<file path="config.mk">
export PLATFORM = sky130hd
export DESIGN_NAME = dom_sbox_issue_sched
export DESIGN_NICKNAME = d
export VERILOG_FILES = /design/src/rtl/dom_sbox_issue_sched.sv
export SDC_FILE = /design/constraint.sdc
export NUM_CORES = 1
export LEC_CHECK = 0
export BUFFER_PORTS_ARGS = -buffer_cell sky130_fd_sc_hd__buf_2
export CAP_MARGIN = 10
export CORE_UTILIZATION = 50
export CTS_CLUSTER_SIZE = 10
export DETAILED_ROUTE_END_ITERATION = 6
export PLACE_DENSITY = 0.79
export SYNTH_ARGS = -nofsm -noshare
export SYNTH_HDL_FRONTEND = slang
export SYNTH_SLANG_ARGS = --single-unit
</file>
<file path="constraint.sdc">
create_clock -name ClkxCI -period 5.65 [get_ports ClkxCI]
set_input_delay 0.2825 -clock ClkxCI [delete_from_list [all_inputs] [get_ports ClkxCI]]
set_output_delay 0.2825 -clock ClkxCI [all_outputs]
set_load 0.005 [all_outputs]
</file>
<file path="src/rtl/dom_sbox_issue_sched.sv">
// Issue scheduler for a non-stallable pipelined DOM masked AES S-box: pairs shared
// bytes with fresh randomness, tracks in-flight slots and collects results under credit.
module dom_sbox_issue_sched #(
  parameter int SHARES     = 2,
  parameter int LATENCY    = 5,
  parameter int RND_BITS   = 18,
  parameter int FIFO_DEPTH = 8
) (
  input  logic                  ClkxCI,
  input  logic                  RstxRI,
  input  logic                  InValidxSI,
  output logic                  InReadyxSO,
  input  logic [8*SHARES-1:0]   InDataxDI,
  input  logic                  InLastxSI,
  input  logic                  RndValidxSI,
  output logic                  RndReadyxSO,
  input  logic [RND_BITS-1:0]   RndxDI,
  output logic                  SboxEnxSO,
  output logic [8*SHARES-1:0]   SboxInxDO,
  output logic [RND_BITS-1:0]   SboxRndxDO,
  input  logic [8*SHARES-1:0]   SboxOutxDI,
  output logic                  OutValidxSO,
  input  logic                  OutReadyxSI,
  output logic [8*SHARES-1:0]   OutDataxDO,
  output logic                  OutLastxSO,
  output logic                  BusyxSO,
  output logic                  DonexSO
);
  localparam int DW = 8*SHARES;
  localparam int PW = $clog2(FIFO_DEPTH);
  localparam int CW = $clog2(FIFO_DEPTH + LATENCY + 1) + 1;

  typedef enum logic [1:0] {IDLE, RUN, DRAIN} state_t;

  state_t             r_state;
  logic               r_done;
  logic [LATENCY-1:0] r_tag_vld_p;
  logic [LATENCY-1:0] r_tag_last_p;
  logic [LATENCY-1:0] w_tag_vld_nxt;
  logic [LATENCY-1:0] w_tag_last_nxt;
  logic [DW-1:0]      r_mem [FIFO_DEPTH];
  logic [FIFO_DEPTH-1:0] r_mem_last;
  logic [PW-1:0]      r_wptr;
  logic [PW-1:0]      r_rptr;
  logic [CW-1:0]      r_cnt;
  logic [CW-1:0]      w_inflight;
  logic [CW-1:0]      w_used;
  logic               w_can_issue;
  logic               w_fire;
  logic               w_push;
  logic               w_pop;

  // Credit: every slot in the S-box pipe already owns a FIFO entry.
  always_comb begin
    w_inflight = '0;
    for (int k = 0; k < LATENCY; k++) w_inflight = w_inflight + CW'(r_tag_vld_p[k]);
    w_used = w_inflight + r_cnt;
  end

  assign w_can_issue = !RstxRI && (r_state != DRAIN) && RndValidxSI &&
                       (w_used < CW'(FIFO_DEPTH));
  assign w_fire      = InValidxSI && w_can_issue;

  always_comb begin
    w_tag_vld_nxt     = r_tag_vld_p << 1;
    w_tag_last_nxt    = r_tag_last_p << 1;
    w_tag_vld_nxt[0]  = w_fire;
    w_tag_last_nxt[0] = w_fire && InLastxSI;
  end

  assign w_push = r_tag_vld_p[LATENCY-1] && !RstxRI;
  assign w_pop  = OutReadyxSI && (r_cnt != '0);

  always_ff @(posedge ClkxCI) begin
    if (RstxRI) begin
      r_state     <= IDLE;
      r_done      <= 1'b0;
      r_tag_vld_p <= '0;
      r_wptr      <= '0;
      r_rptr      <= '0;
      r_cnt       <= '0;
    end else begin
      r_tag_vld_p <= w_tag_vld_nxt;
      if (w_push) r_wptr <= r_wptr + PW'(1);
      if (w_pop)  r_rptr <= r_rptr + PW'(1);
      r_cnt  <= r_cnt + CW'(w_push) - CW'(w_pop);
      r_done <= 1'b0;
      case (r_state)
        IDLE:  if (w_fire) r_state <= InLastxSI ? DRAIN : RUN;
        RUN:   if (w_fire && InLastxSI) r_state <= DRAIN;
        DRAIN: begin
          // Done is raised the cycle after the final slot lands in the FIFO.
          if (r_done) r_state <= IDLE;
          else if (w_tag_vld_nxt == '0) r_done <= 1'b1;
        end
        default: r_state <= IDLE;
      endcase
    end
  end

  always_ff @(posedge ClkxCI) begin
    r_tag_last_p <= w_tag_last_nxt;
    if (w_push) begin
      r_mem[r_wptr]      <= SboxOutxDI;
      r_mem_last[r_wptr] <= r_tag_last_p[LATENCY-1];
    end
  end

  assign InReadyxSO  = w_can_issue;
  assign RndReadyxSO = w_fire;
  assign SboxEnxSO   = w_fire;
  assign SboxInxDO   = w_fire ? InDataxDI : '0;
  assign SboxRndxDO  = w_fire ? RndxDI : '0;
  assign OutValidxSO = (r_cnt != '0);
  assign OutDataxDO  = OutValidxSO ? r_mem[r_rptr] : '0;
  assign OutLastxSO  = OutValidxSO && r_mem_last[r_rptr];
  assign BusyxSO     = (r_state != IDLE);
  assign DonexSO     = r_done;

  a_no_overflow: assert property (@(posedge ClkxCI) disable iff (RstxRI)
    !(w_push && (r_cnt == CW'(FIFO_DEPTH))));

endmodule

</file>
Word-level counts from Yosys, hierarchy flattened
Memories as Yosys holds them, arrays and structs flattened. A register that Yosys moved wholly into a read port is not among the register bits.
Cells that the tools add are included.
{"block": "classes", "n_addsub": 9, "order_cmp": 4, "eq_ne": 6, "n_mux": 18, "n_bitwise": 1, "n_reduce_logical": 16}
{"operator": "$mux 16", "count": 2}
{"operator": "$mux 18", "count": 1}
{"operator": "$logic_and 1x1->1", "count": 9}
{"operator": "$bwmux 8", "count": 1}
{"operator": "$lt 3x4->1 const B", "count": 2}
{"operator": "$mux 2", "count": 4}
{"operator": "$ne 2x2->1 const B", "count": 4}
{"operator": "$add 3x1->3 const B", "count": 2}
{"operator": "$mux 3", "count": 2}
{"operator": "$pmux 2 s3", "count": 1}
{"operator": "$add 4x1->5", "count": 1}
{"operator": "$add 5x1->5", "count": 1}
{"operator": "$add 5x5->5", "count": 1}
{"operator": "$logic_not 5->1", "count": 1}
{"operator": "$lt 5x4->1 const B", "count": 1}
{"operator": "$mux 1", "count": 5}
{"operator": "$reduce_bool 5->1", "count": 1}
{"operator": "$sub 5x1->5", "count": 1}
{"operator": "$add 3x1->4", "count": 1}
{"operator": "$add 2x1->3", "count": 1}
{"operator": "$bmux 1 s3", "count": 1}
{"operator": "$demux 1 s3", "count": 1}
{"operator": "$ge 3x1->1 const B", "count": 1}
{"operator": "$reduce_and 3->1", "count": 1}
{"operator": "other kinds (8)", "count": 8}
{"block": "totals", "register_bits": 32, "ram_bits": 128, "inputBits": 56, "wordCells": 63, "n_memories": 1}
{"memory": "r_mem", "words": 8, "word_bits": 16, "rd": 1, "rd_clocked_by_memory_dff": 1, "write_ports": 1, "line_no": "41", "rtl": "logic [DW-1:0] r_mem [FIFO_DEPTH];"}

Depth between registers and ports, before layout
{"block": "depth", "ltp_word": 11, "ltp_mapped": 15}

Least setup slack after synthesis
OpenSTA, ideal clock, no wires.
{"block": "synth_path", "path_kind": "register to output", "startpoint": "reg r_tag_vld_p[0]", "endpoint": "out SboxRndxDO[10]", "arrival_time_ns": 2.751, "slack_ns": 2.617, "path_stages_with_launch": 11, "n_path_buf": 1, "path_cell_list": "dfxtp_1 fa_1 inv_1 fa_1 inv_1 ha_1 and4b_4 a211oi_4 mux2i_2 buf_6 and2_2"}
{"block": "synth_via", "elab_chain_len": 9}
{"item": "from (decl)", "line_no": "37", "rtl": "logic [LATENCY-1:0] r_tag_vld_p;"}
{"item": "from (signal assigned)", "line_no": "83", "rtl": "r_tag_vld_p <= w_tag_vld_nxt;"}
{"item": "$add 1x1->2", "line_no": "56", "rtl": "for (int k = 0; k < LATENCY; k++) w_inflight = w_inflight + CW'(r_tag_vld_p[k]);"}
{"item": "$add 2x1->3", "line_no": "56"}
{"item": "$add 3x1->4", "line_no": "56"}
{"item": "$add 4x1->5", "line_no": "56"}
{"item": "$add 5x5->5", "line_no": "57", "rtl": "w_used = w_inflight + r_cnt;"}
{"item": "$lt 5x4->1", "line_no": "61", "rtl": "(w_used < CW'(FIFO_DEPTH));"}
{"item": "$logic_and 1x1->1", "line_no": "60", "rtl": "assign w_can_issue = !RstxRI && (r_state != DRAIN) && RndValidxSI &&"}
{"item": "$logic_and 1x1->1", "line_no": "62", "rtl": "assign w_fire = InValidxSI && w_can_issue;"}
{"item": "net RndReadyxSO", "line_no": "16", "rtl": "output logic RndReadyxSO,"}
{"item": "$mux 18", "line_no": "113", "rtl": "assign SboxRndxDO = w_fire ? RndxDI : '0;"}
{"item": "to (decl)", "line_no": "20", "rtl": "output logic [RND_BITS-1:0] SboxRndxDO,"}
The timed path passes the listed nets, and every way through them passes these cells.

Worst setup path after layout
{"block": "layout_path", "startpoint": "reg r_tag_vld_p[0]", "endpoint": "out SboxInxDO[8]"}
{"block": "layout_via", "elab_chain_len": 9}
{"item": "$add 1x1->2", "line_no": "56"}
{"item": "$add 2x1->3", "line_no": "56"}
{"item": "$add 3x1->4", "line_no": "56"}
{"item": "$add 4x1->5", "line_no": "56"}
{"item": "$add 5x5->5", "line_no": "57"}
{"item": "$lt 5x4->1", "line_no": "61"}
{"item": "$logic_and 1x1->1", "line_no": "60"}
{"item": "$logic_and 1x1->1", "line_no": "62"}
{"item": "$mux 16", "line_no": "112", "rtl": "assign SboxInxDO = w_fire ? InDataxDI : '0;"}
{"item": "to (decl)", "line_no": "19", "rtl": "output logic [8*SHARES-1:0] SboxInxDO,"}
No other way between the ends.

==> summary.md <==
| Metric | Value |
|---|---|
| Worst slack at placement | 1.88 ns |
| M1 GR Usage | 0.224 |
| Final clock skew | 0.00509 ns |
| IO Port Bufs | 112 |
| Reg2Reg Depth | 15 |
| Endpoint class of the critical path | output pin |
| Initial antenna violation count | 0 |
| Vias in the first global route | 3969 |
| Largest cells by area after synthesis | edfxtp_1, mux4_2, dfxtp_1 |
| CTS root buf | clkbuf_16 |
| Hold_sp | SboxOutxDI[7] |
| Leakage power | 2.99 nW |
| Clk slew on worst S/H paths | 0.06 ns |
| EDFF count, synth | 136 |
| DRC errors left | 0 |
| Largest net degree at the start of global routing | 38 |
| Share of cells above drive strength 1 | 0.400 |
| Top FF cell, synth | edfxtp_1 |
| Non-filler cells, final | 692 |
| Clock Path Buffers | 2 |
| Ports | 113 |
| Ys Warns | 0 |
| Routability congestion estimate | 0.930 |
| Avg WL per Cell | 18.1 um |
| Yosys cell types | 39 |
| Fin crit share | 0.672 |
| Post-route antenna net violation count | 0 |
| Number of nets in the layout | 577 |
| Peak VDD IR | 202 uV |
| Critical path class | reg2out |
| WP data arrival | 3.52 ns |
| Unrepaired setup endpoints after global routing | no |
| Endpoints failing setup | 0 |
| WL final | 12.5 mm |
| Layout area overhead | 19.9% |
| Post-CTS Hold Fix Bufs | 0 |
| Max Freq | 0.263 GHz |
| Die H | 118 um |
| Hold worst-path end | r_mem[1][7] |
| Sequential area share after synthesis | 0.692 |
| CTS tree | built |
| Setup bufs post-CTS | 0 |
| Max-cap viol count | 0 |
| Die ar. | 0.0138 mm2 |
| Syn avg cell area | 17.5 um2 |
| #FFs+latches synth | 163 |
| Clock period minus final worst setup slack | 3.80 ns |
| Final Hold Viols | 0 |
| PD cells | 390 mW/mm2 |
| Status | finished, final reports clean |
| Initial core utilization | 0.521 |
| Required time of the critical path | 5.37 ns |
| Clk sinks | 163 |
| Final worst slack | 1.85 ns |
| Crit-path max FO | 26 |
| Worst slew pin tran | 1.16 ns |
| Antenna Cells | 0 |
| DR vias/cell | 5.40 |
| Setup TNS | 0 ns |
| First-pass detailed-route iteration total | 4 |
| Post-cts gate resize count | 0 |
| Vias | 3735 |
| Mapped Area | 0.00668 mm2 |
| H-tree depth | 4 |
| Placed insts | 659 |
| CTS Buf Count | 17 |
| Tot GR Track Use | 0.196 |
| Area leader, netlist | edfxtp_1 |
| Die span in x | 118 um |
| Skew-Pair Late Insertion Delay | 0.41 ns |
| Reg-to-reg critical path startpoint | r_cnt[3] |
| Drt first-iter violations | 194 |
| Post-Route Utilization | 0.625 |
| CP startpoint kind | register |
| Core Box Area | 0.0128 mm2 |
| # rows | 41 |
| Worst r2r dst | r_cnt[4] |
| HPWL after DPL | 7.78 mm |
| Hold depth | 1 |
| Met2 usage | 0.343 |
| Global route total overflow | 0 |
| GRT busiest layer | met2 |
| Worst rel slew slack | 0.222 |
| Met3 Track Usage GR | 0.0417 |
| Flop2flop setup slack | 2.72 ns |
| Syn_nets | 452 |
| Mapped Cells | 382 |
| Pins Over Slew Limit | 0 |
| Async set-reset flop share out of synthesis | 0 |
| Worst hold path type | in2reg |
| Yosys top cell area share | 0.611 |
| First-pass GRT wire length | 20.2 mm |
[Yosys cell counts, types with 2 or more instances]
| master | n |
|---|---|
| clkbuf_1 | 7 |
| nand4_1 | 4 |
| mux2i_1 | 21 |
| inv_1 | 12 |
| nand2b_1 | 4 |
| mux4_2 | 34 |
| or2_2 | 2 |
| nor2_1 | 36 |
| buf_6 | 3 |
| nand3_1 | 2 |
| fa_1 | 3 |
| and2_1 | 23 |
| buf_2 | 5 |
| ha_1 | 11 |
| and2_2 | 14 |
| xnor2_1 | 3 |
| a21oi_1 | 2 |
| nor3_1 | 3 |
| xor2_1 | 3 |
| nand2_1 | 3 |
| edfxtp_1 | 136 |
| dfxtp_1 | 27 |
| nor2b_1 | 8 |
[worst max-delay path by stage]
stage                    from             end  slack (ns)  cells past startpoint
6_report       r_tag_vld_p[0]    SboxInxDO[8]        1.85                     11
5_1_grt        r_tag_vld_p[0]   SboxInxDO[14]        1.67                     11
4_1_cts        r_tag_vld_p[0]    SboxInxDO[1]        1.44                     10
3_5_place_dp   r_tag_vld_p[0]    SboxInxDO[1]        1.88                     10
3_3_place_gp   r_tag_vld_p[0]  SboxRndxDO[17]        2.03                     10
2_1_floorplan  r_tag_vld_p[0]  SboxRndxDO[10]        2.62                     10
[state kept, by name (all words and copies together) (netlist names), named ones only]
signal and cells:
r_mem_last 8, r_mem 128, r_tag_vld_p 5, r_state 2, r_cnt 5, DonexSO 1
r_wptr 3, r_rptr 3, r_tag_last_p 5
[layout make-up]
type / count / area (um2)
clock buffers: 22 / 444
clock inverters: 10 / 110
fillers: 943 / 4810
inverters: 13 / 48.8
multi-input cells: 189 / 1920
flip-flops and latches: 163 / 4630
well taps: 172 / 215
repair buffers: 123 / 647
[per-layer routing]
metal	vias up	wire (um)
met1	1862	4750
li1	1692	-
met3	24	890
met4	0	348
met2	157	6540
met5	-	0
[critical path, cell delays in order (launching register included)]
cell and delay (ns):
dfxtp_1 0.33, fa_1 0.53, inv_1 0.05, fa_1 0.35, inv_1 0.06, ha_1 0.22
and4b_4 0.20, a211oi_4 0.34, mux2i_2 0.53, buf_6 0.24, and2_1 0.15, buf_2 0.11
[through the flow]
step	power, mW	instance area, um2	hold slack (ns)
after detailed placement	2.09	7450	0.314
after global routing	3.27	8020	0.133
final	3.12	8020	0.136
after CTS	3.15	8000	0.118
after global placement	2.07	7450	0.310
after floorplan	1.87	6680	0.310
[where the power goes]
group	internal, mW	switching, mW	total [mW]
combinational	0.353	0.309	0.662
sequential	1.33	0.0631	1.40
clock	0.646	0.421	1.07
total	2.33	0.793	3.12
[cells in the final DEF, fill, tap and decap left out, types with 3 or more instances in the layout]
cell,n
and2_1,23
and2_2,14
buf_2,112
buf_4,10
clkbuf_1,5
clkbuf_16,17
clkinvlp_4,5
dfxtp_1,25
edfxtp_1,136
fa_1,3
ha_1,11
inv_1,12
mux2i_1,21
mux4_2,34
nand2_1,3
nand2b_1,4
nand4_1,4
nor2_1,36
nor2b_1,8
xnor2_1,3
xor2_1,3
[logic make-up after synthesis]
kind of cell | share of synthesized area
XOR/XNOR | 0.00787
AND/OR/NAND/NOR | 0.0897
buffers and inverters | 0.0217
adder cells (fa/ha/maj) | 0.0296
flip-flops | 0.692
AO/OA/AOI/OAI | 0.00936
multiplexers | 0.150
(Power assumes the default switching activity.)
